File: src/rtl/rr_arbiter8_if.sv
// rr_arbiter8_if -- request/grant bundle between the eight requesters and the
// round-robin arbiter.
//
// Signals:
//   req       [7:0]  request lines, bit i belongs to requester i (level)
//   done             current owner releases its grant
//   grant     [7:0]  one-hot grant, zero when nobody owns the resource
//   grant_idx [2:0]  binary index of the (last) granted requester
//   busy             high while a grant is being held
//   none             high whenever req is all zeros (combinational)
//   timeout          one-cycle pulse when the watchdog revokes a grant
//
// Modports:
//   master -- arbiter side: consumes req/done, drives the grant outputs
//   slave  -- requester side: drives req/done, observes the grant outputs
interface rr_arbiter8_if;
  logic [7:0] req;
  logic       done;
  logic [7:0] grant;
  logic [2:0] grant_idx;
  logic       busy;
  logic       none;
  logic       timeout;

  modport master (
    input  req, done,
    output grant, grant_idx, busy, none, timeout
  );

  modport slave (
    output req, done,
    input  grant, grant_idx, busy, none, timeout
  );
endinterface

File: src/rtl/rr_arbiter8.sv
// rr_arbiter8 -- eight-way round-robin arbiter for one shared resource.
//
// In IDLE the request vector is scanned starting at a rotating pointer and the
// first active requester wins. The winner gets a registered one-hot grant that
// is held, regardless of req, until it raises done. On release the pointer
// moves to the requester after the owner, and at least one IDLE cycle follows
// every grant so the resource always sees a clean handoff.
//
// Ports:
//   clk    -- rising-edge clock
//   reset  -- synchronous, active-high reset
//   bus    -- rr_arbiter8_if.master (req, done in; grant, grant_idx, busy,
//             none, timeout out)
//
// Parameter:
//   MAX_HOLD -- longest grant in cycles (2..255), only used with the watchdog.
//
// Build option:
//   RR_ARB_TIMEOUT_EN -- when defined, a grant held for MAX_HOLD cycles without
//   done is revoked and timeout pulses for one cycle. When undefined, timeout
//   is tied low and a grant lasts until done or reset.
module rr_arbiter8 #(
  parameter int unsigned MAX_HOLD = 15
) (
  input logic          clk,
  input logic          reset,
  rr_arbiter8_if.master bus
);

  typedef enum logic [0:0] {
    IDLE  = 1'b0,
    GRANT = 1'b1
  } state_e;

  // Reject an out-of-range hold limit at elaboration time.
  if ((MAX_HOLD < 32'd2) || (MAX_HOLD > 32'd255)) begin : g_max_hold_range
    $error("rr_arbiter8: MAX_HOLD must be in 2..255");
  end

  // Rotate right by s: bit s of v lands in bit 0.
  function automatic logic [7:0] rotr8(input logic [7:0] v, input logic [2:0] s);
    logic [15:0] w;
    w = {v, v} >> s;
    return w[7:0];
  endfunction

  // Index of the lowest set bit; 0 when v is zero (caller qualifies with v != 0).
  function automatic logic [2:0] first_set(input logic [7:0] v);
    logic [2:0] idx;
    idx = 3'd0;
    for (int i = 7; i >= 0; i--) begin
      if (v[i]) begin
        idx = 3'(i);
      end else begin
        idx = idx;
      end
    end
    return idx;
  endfunction

  state_e     state_q, state_d;
  logic [2:0] ptr_q, ptr_d;
  logic [7:0] grant_q, grant_d;
  logic [2:0] grant_idx_q, grant_idx_d;
  logic       busy_q, busy_d;
  logic [2:0] winner_s;

`ifdef RR_ARB_TIMEOUT_EN
  localparam int unsigned HOLD_W = $clog2(MAX_HOLD + 32'd1);
  logic [HOLD_W-1:0] hold_cnt_q, hold_cnt_d;
  logic              timeout_q, timeout_d;
`endif

  // Winner of the rotated search, mapped back to an absolute index (3-bit add wraps mod 8).
  assign winner_s = first_set(rotr8(bus.req, ptr_q)) + ptr_q;

  // Next-state and next-output logic for the IDLE/GRANT machine.
  always_comb begin
    state_d     = state_q;
    ptr_d       = ptr_q;
    grant_d     = grant_q;
    grant_idx_d = grant_idx_q;
    busy_d      = busy_q;
`ifdef RR_ARB_TIMEOUT_EN
    hold_cnt_d  = hold_cnt_q;
    timeout_d   = 1'b0;
`endif
    case (state_q)
      IDLE: begin
        if (bus.req != 8'h00) begin
          state_d     = GRANT;
          grant_d     = 8'h01 << winner_s;
          grant_idx_d = winner_s;
          busy_d      = 1'b1;
`ifdef RR_ARB_TIMEOUT_EN
          hold_cnt_d  = '0;
`endif
        end else begin
          grant_d = 8'h00;
          busy_d  = 1'b0;
        end
      end
      GRANT: begin
        if (bus.done) begin
          state_d = IDLE;
          grant_d = 8'h00;
          busy_d  = 1'b0;
          ptr_d   = grant_idx_q + 3'd1;
`ifdef RR_ARB_TIMEOUT_EN
        end else if (hold_cnt_q == HOLD_W'(MAX_HOLD - 32'd1)) begin
          // Watchdog: same release path as done, plus the timeout pulse.
          state_d   = IDLE;
          grant_d   = 8'h00;
          busy_d    = 1'b0;
          ptr_d     = grant_idx_q + 3'd1;
          timeout_d = 1'b1;
        end else begin
          hold_cnt_d = hold_cnt_q + HOLD_W'(1);
        end
`else
        end else begin
          state_d = GRANT;
        end
`endif
      end
      default: begin
        state_d = IDLE;
        grant_d = 8'h00;
        busy_d  = 1'b0;
      end
    endcase
  end

  // State and output registers with synchronous reset.
  always_ff @(posedge clk) begin
    if (reset) begin
      state_q     <= IDLE;
      ptr_q       <= 3'd0;
      grant_q     <= 8'h00;
      grant_idx_q <= 3'd0;
      busy_q      <= 1'b0;
`ifdef RR_ARB_TIMEOUT_EN
      hold_cnt_q  <= '0;
      timeout_q   <= 1'b0;
`endif
    end else begin
      state_q     <= state_d;
      ptr_q       <= ptr_d;
      grant_q     <= grant_d;
      grant_idx_q <= grant_idx_d;
      busy_q      <= busy_d;
`ifdef RR_ARB_TIMEOUT_EN
      hold_cnt_q  <= hold_cnt_d;
      timeout_q   <= timeout_d;
`endif
    end
  end

  assign bus.grant     = grant_q;
  assign bus.grant_idx = grant_idx_q;
  assign bus.busy      = busy_q;
  assign bus.none      = (bus.req == 8'h00);
`ifdef RR_ARB_TIMEOUT_EN
  assign bus.timeout   = timeout_q;
`else
  assign bus.timeout   = 1'b0;
`endif

endmodule

File: src/flat_wrapper.sv
// flat-port wrapper written by rule: the top's interface ports become plain ports
module rr_arbiter8_flat 
#(
  parameter int unsigned MAX_HOLD = 15
)
  (clk, reset, bus_req, bus_done, bus_grant, bus_grant_idx, bus_busy, bus_none, bus_timeout);
  rr_arbiter8_if bus_i ();
  input logic clk;
  input logic reset;
  input wire logic [$bits(bus_i.req)-1:0] bus_req;
  input wire logic [$bits(bus_i.done)-1:0] bus_done;
  output wire logic [$bits(bus_i.grant)-1:0] bus_grant;
  output wire logic [$bits(bus_i.grant_idx)-1:0] bus_grant_idx;
  output wire logic [$bits(bus_i.busy)-1:0] bus_busy;
  output wire logic [$bits(bus_i.none)-1:0] bus_none;
  output wire logic [$bits(bus_i.timeout)-1:0] bus_timeout;
  assign bus_i.req = bus_req;
  assign bus_i.done = bus_done;
  assign bus_grant = bus_i.grant;
  assign bus_grant_idx = bus_i.grant_idx;
  assign bus_busy = bus_i.busy;
  assign bus_none = bus_i.none;
  assign bus_timeout = bus_i.timeout;
  rr_arbiter8 #(.MAX_HOLD(MAX_HOLD)) u_core (.clk(clk), .reset(reset), .bus(bus_i));
endmodule
File: config.mk
export PLATFORM = sky130hd
export DESIGN_NAME = rr_arbiter8_flat
export DESIGN_NICKNAME = d
export VERILOG_FILES = /design/src/rtl/rr_arbiter8_if.sv /design/src/rtl/rr_arbiter8.sv /design/src/flat_wrapper.sv
export SDC_FILE = /design/constraint.sdc
export NUM_CORES = 1
export LEC_CHECK = 0
export CAP_MARGIN = 20
export CORE_ASPECT_RATIO = 0.7
export CORE_UTILIZATION = 35
export CTS_BUF_LIST = sky130_fd_sc_hd__clkbuf_2
export CTS_CLUSTER_DIAMETER = 30
export CTS_CLUSTER_SIZE = 10
export DETAILED_ROUTE_END_ITERATION = 8
export GPL_TIMING_DRIVEN = 0
export SLEW_MARGIN = 20
export SYNTH_ARGS = -nofsm -noshare
export SYNTH_HDL_FRONTEND = slang
export SYNTH_SLANG_ARGS = --single-unit
File: constraint.sdc
create_clock -name clk -period 3.9 [get_ports clk]
set_input_delay 0.39 -clock clk [delete_from_list [all_inputs] [get_ports clk]]
set_output_delay 0.39 -clock clk [all_outputs]
set_load 0.1 [all_outputs]
==> results.json, run 1 <==
{
  "crit_type": "in2reg",
  "vias": 1299,
  "clkTransAtPathRegs_ps": 170,
  "routed_wl_um": 3470,
  "area_delta_synth_final_pct": 23.1,
  "worst_pin_slew_ps": 983,
  "utilization_pct": 46.1,
  "finalHoldViolations": 0,
  "hold_buffers": 0,
  "synth_cell_types": 56,
  "fin_nets": 193,
  "finClkSkew_ps": 19.0,
  "first_pass_iters": 4,
  "yosysSeqAreaShare_pct": 23.7,
  "power.density_nw_per_um2": 334,
  "start_util_pct": 37.4,
  "cellLeakagePower_nw": 0.589,
  "ant_nets": 0,
  "yosysTopAreaCellShare_pct": 23.7,
  "synth.cell_area_um2": 1350,
  "worst_ir_drop_vdd_mv": 0.175,
  "max_slew_margin_pct": 34.3,
  "cp.arrival_ps": 3790,
  "io-pin-count": 25,
  "drcViolationCount": 0,
  "die_area_um2": 4110,
  "fp-row-count": 18,
  "yosys-top-cells-count": "16 x dfxtp_1, 10 x nand2_1, 9 x a21oi_1, 9 x nor2_1, 8 x a211oi_1",
  "cpPeakStageDelay_ps": 580,
  "rsz0062_at_grt": "no",
  "drive_gt1_share_pct": 16.9,
  "die_w_um": 76.2,
  "path_cells": "clkdlybuf4s50_1 > mux2_2 > a31oi_1 > o311ai_0 > o311a_1 > o211a_1 > a31oi_1 > ha_1 > inv_1 > fa_1 > or4b_4 > o21ai_1",
  "final_max_slew_viol_count": 0,
  "status": "completed",
  "dpl.hpwl_um": 2730,
  "rrSetupSlack_ps": 450,
  "synth_area_per_cell_um2": 8.93,
  "diodes": 0,
  "synth_cells": 151,
  "h-tree-depth": 1,
  "clk_path_buf_depth": 2,
  "startpoint_type": "input pin",
  "synth_enable_flop_cells": 0,
  "cts_setup_buffers": 0,
  "dp_cells": 224,
  "setup_tns_ps": 0,
  "crit_path_end_kind": "flip-flop",
  "drv_cap": 0,
  "clock_latency_ps": 300,
  "finalCritPeriodShare_pct": 90.8,
  "setup_viol": 0,
  "yosysWarnings": 0,
  "cts_buffers": 3,
  "cp_slowest_cell": "or4b_4",
  "cp_max_fo": 7,
  "cts_sinks": 16,
  "crit_required_ps": 4140,
  "routed_via_density": 5.70,
  "clock-root-buffer": "clkbuf_2",
  "timing.fmax_mhz": 282,
  "fp.dieH_um": 53.9,
  "io_buffer_count": 23,
  "drt_iter0_drc": 89,
  "gp_congestion": 0.845,
  "async_flop_share_pct": 0,
  "grt_pass1_vias": 1145,
  "hold_path.class": "reg2reg",
  "synth_flop_cell": "dfxtp_1",
  "wl_per_cell_um": 15.2,
  "synth.most_common_cell": "dfxtp_1",
  "grt.total_usage_pct": 18.4,
  "critPathMostFrequentCell": "a31oi_1",
  "post_cts_resize_count": 0,
  "synth-seq-cells": 16,
  "grt_pass1_wl_um": 5820,
  "grt_max_degree": 11,
  "antenna_found_initial": 0,
  "min_period_ps": 3540,
  "cts_tree": "done",
  "design.core.area_um2": 3600,
  "yosys-top-cells-area": "dfxtp_1 24%, mux2_2 5.0%, mux2i_1 4.5%",
  "yosys.area.top_type": "dfxtp_1",
  "syn-num-nets": 165,
  "gr-total-overflow": 0,
  "stdcell_count": 228
}
-- worst max-delay path: cells and delay by family --
| family | cells | cell delay (ps) |
|---|---|---|
| muxes | 1 | 360 |
| adders and majority gates | 2 | 780 |
| AOI/OAI and AO/OA | 6 | 1060 |
| buffers and inverters | 2 | 630 |
| and+or+nand+nor | 1 | 580 |
-- path summary, 6_finish.rpt --
check	start	end	cells past startpoint
worst max-delay path	bus_req[1]	u_core.bus.grant[3]	12
worst min-delay path	u_core.bus.grant[3]	u_core.bus.grant[3]	2
worst min register to register	u_core.bus.grant[3]	u_core.bus.grant[3]	2
worst max register to register	u_core.ptr_q[1]	u_core.bus.grant[3]	12
-- where the power goes --
part / internal (mW) / total [mW] / switching (mW)
registers: 0.178 / 0.187 / 0.00894
clock network: 0.0223 / 0.0754 / 0.0531
logic: 0.0961 / 0.291 / 0.195
total: 0.297 / 0.554 / 0.257
-- cells in the final DEF, fill, tap and decap left out, types with 2 or more instances in the layout --
| cell type | count |
|---|---|
| a211o_1 | 5 |
| a211oi_1 | 8 |
| a21oi_1 | 9 |
| a22o_1 | 2 |
| a31oi_1 | 3 |
| a32o_1 | 4 |
| buf_1 | 2 |
| buf_2 | 2 |
| buf_4 | 2 |
| buf_6 | 2 |
| clkbuf_2 | 3 |
| clkdlybuf4s50_1 | 23 |
| clkinv_1 | 2 |
| dfxtp_1 | 16 |
| ha_1 | 2 |
| inv_1 | 4 |
| mux2_2 | 6 |
| mux2i_1 | 6 |
| nand2_1 | 10 |
| nand2b_1 | 2 |
| nand3_1 | 4 |
| nand3b_1 | 2 |
| nor2_1 | 9 |
| nor2_2 | 3 |
| nor2b_1 | 4 |
| nor3_1 | 5 |
| nor3b_1 | 2 |
| o2111ai_1 | 2 |
| o21ai_0 | 4 |
| o21ai_1 | 2 |
-- area by class of cell --
cell class,count,area [µm²]
fill,358,1940
sequential,16,320
tap,50,62.6
multi-input combinational,120,936
inverter,5,18.8
buffer,10,73.8
clock inverter,1,3.75
timing repair buffer,23,230
clock buffer,3,15.0
-- layer usage --
metal / vias to the layer above / GRT usage (%) / routed length, µm
met1: 633 / 26.6 / 1830
met5: - / 0 / 0
met4: 0 / 2.56 / 0
li1: 631 / - / -
met2: 35 / 28.6 / 1480
met3: 0 / 4.07 / 153
-- cell families after synthesis --
logic type | after synthesis | synth area share (%)
DFF | 16 | 23.7
xor gates and xnor gates | 3 | 3.06
and+or+nand+nor | 46 | 19.5
other | 1 | 0.278
muxes | 14 | 12.0
adders and majority gates | 3 | 3.34
AOI/OAI and AO/OA | 53 | 31.3
buffers and inverters | 15 | 6.86
-- registers in the layout (all words and copies together) (netlist names) --
register	flops
u_core.bus.grant_idx	3
u_core.ptr_q	3
u_core.state_q	1
u_core.bus.busy	1
u_core.bus.grant	8
-- metrics by stage --
stage               cell area [µm²]  worst slack (ps)  power [mW]  hold slack, ps
finish                         1660               359       0.554             474
global route                   1660               218       0.587             511
CTS                            1660               397       0.555             476
detailed placement             1640              85.8       0.479             455
global placement               1640              83.9       0.474             439
floorplan                      1350               906       0.406             550
(Power assumes the default switching activity.)
==> inputs of run 2 (changes only) <==
Settings changed: CORE_MARGIN set to 1.
==> results of run 2 <==
Final layout, timing and power as in run 1 (identical DEF).
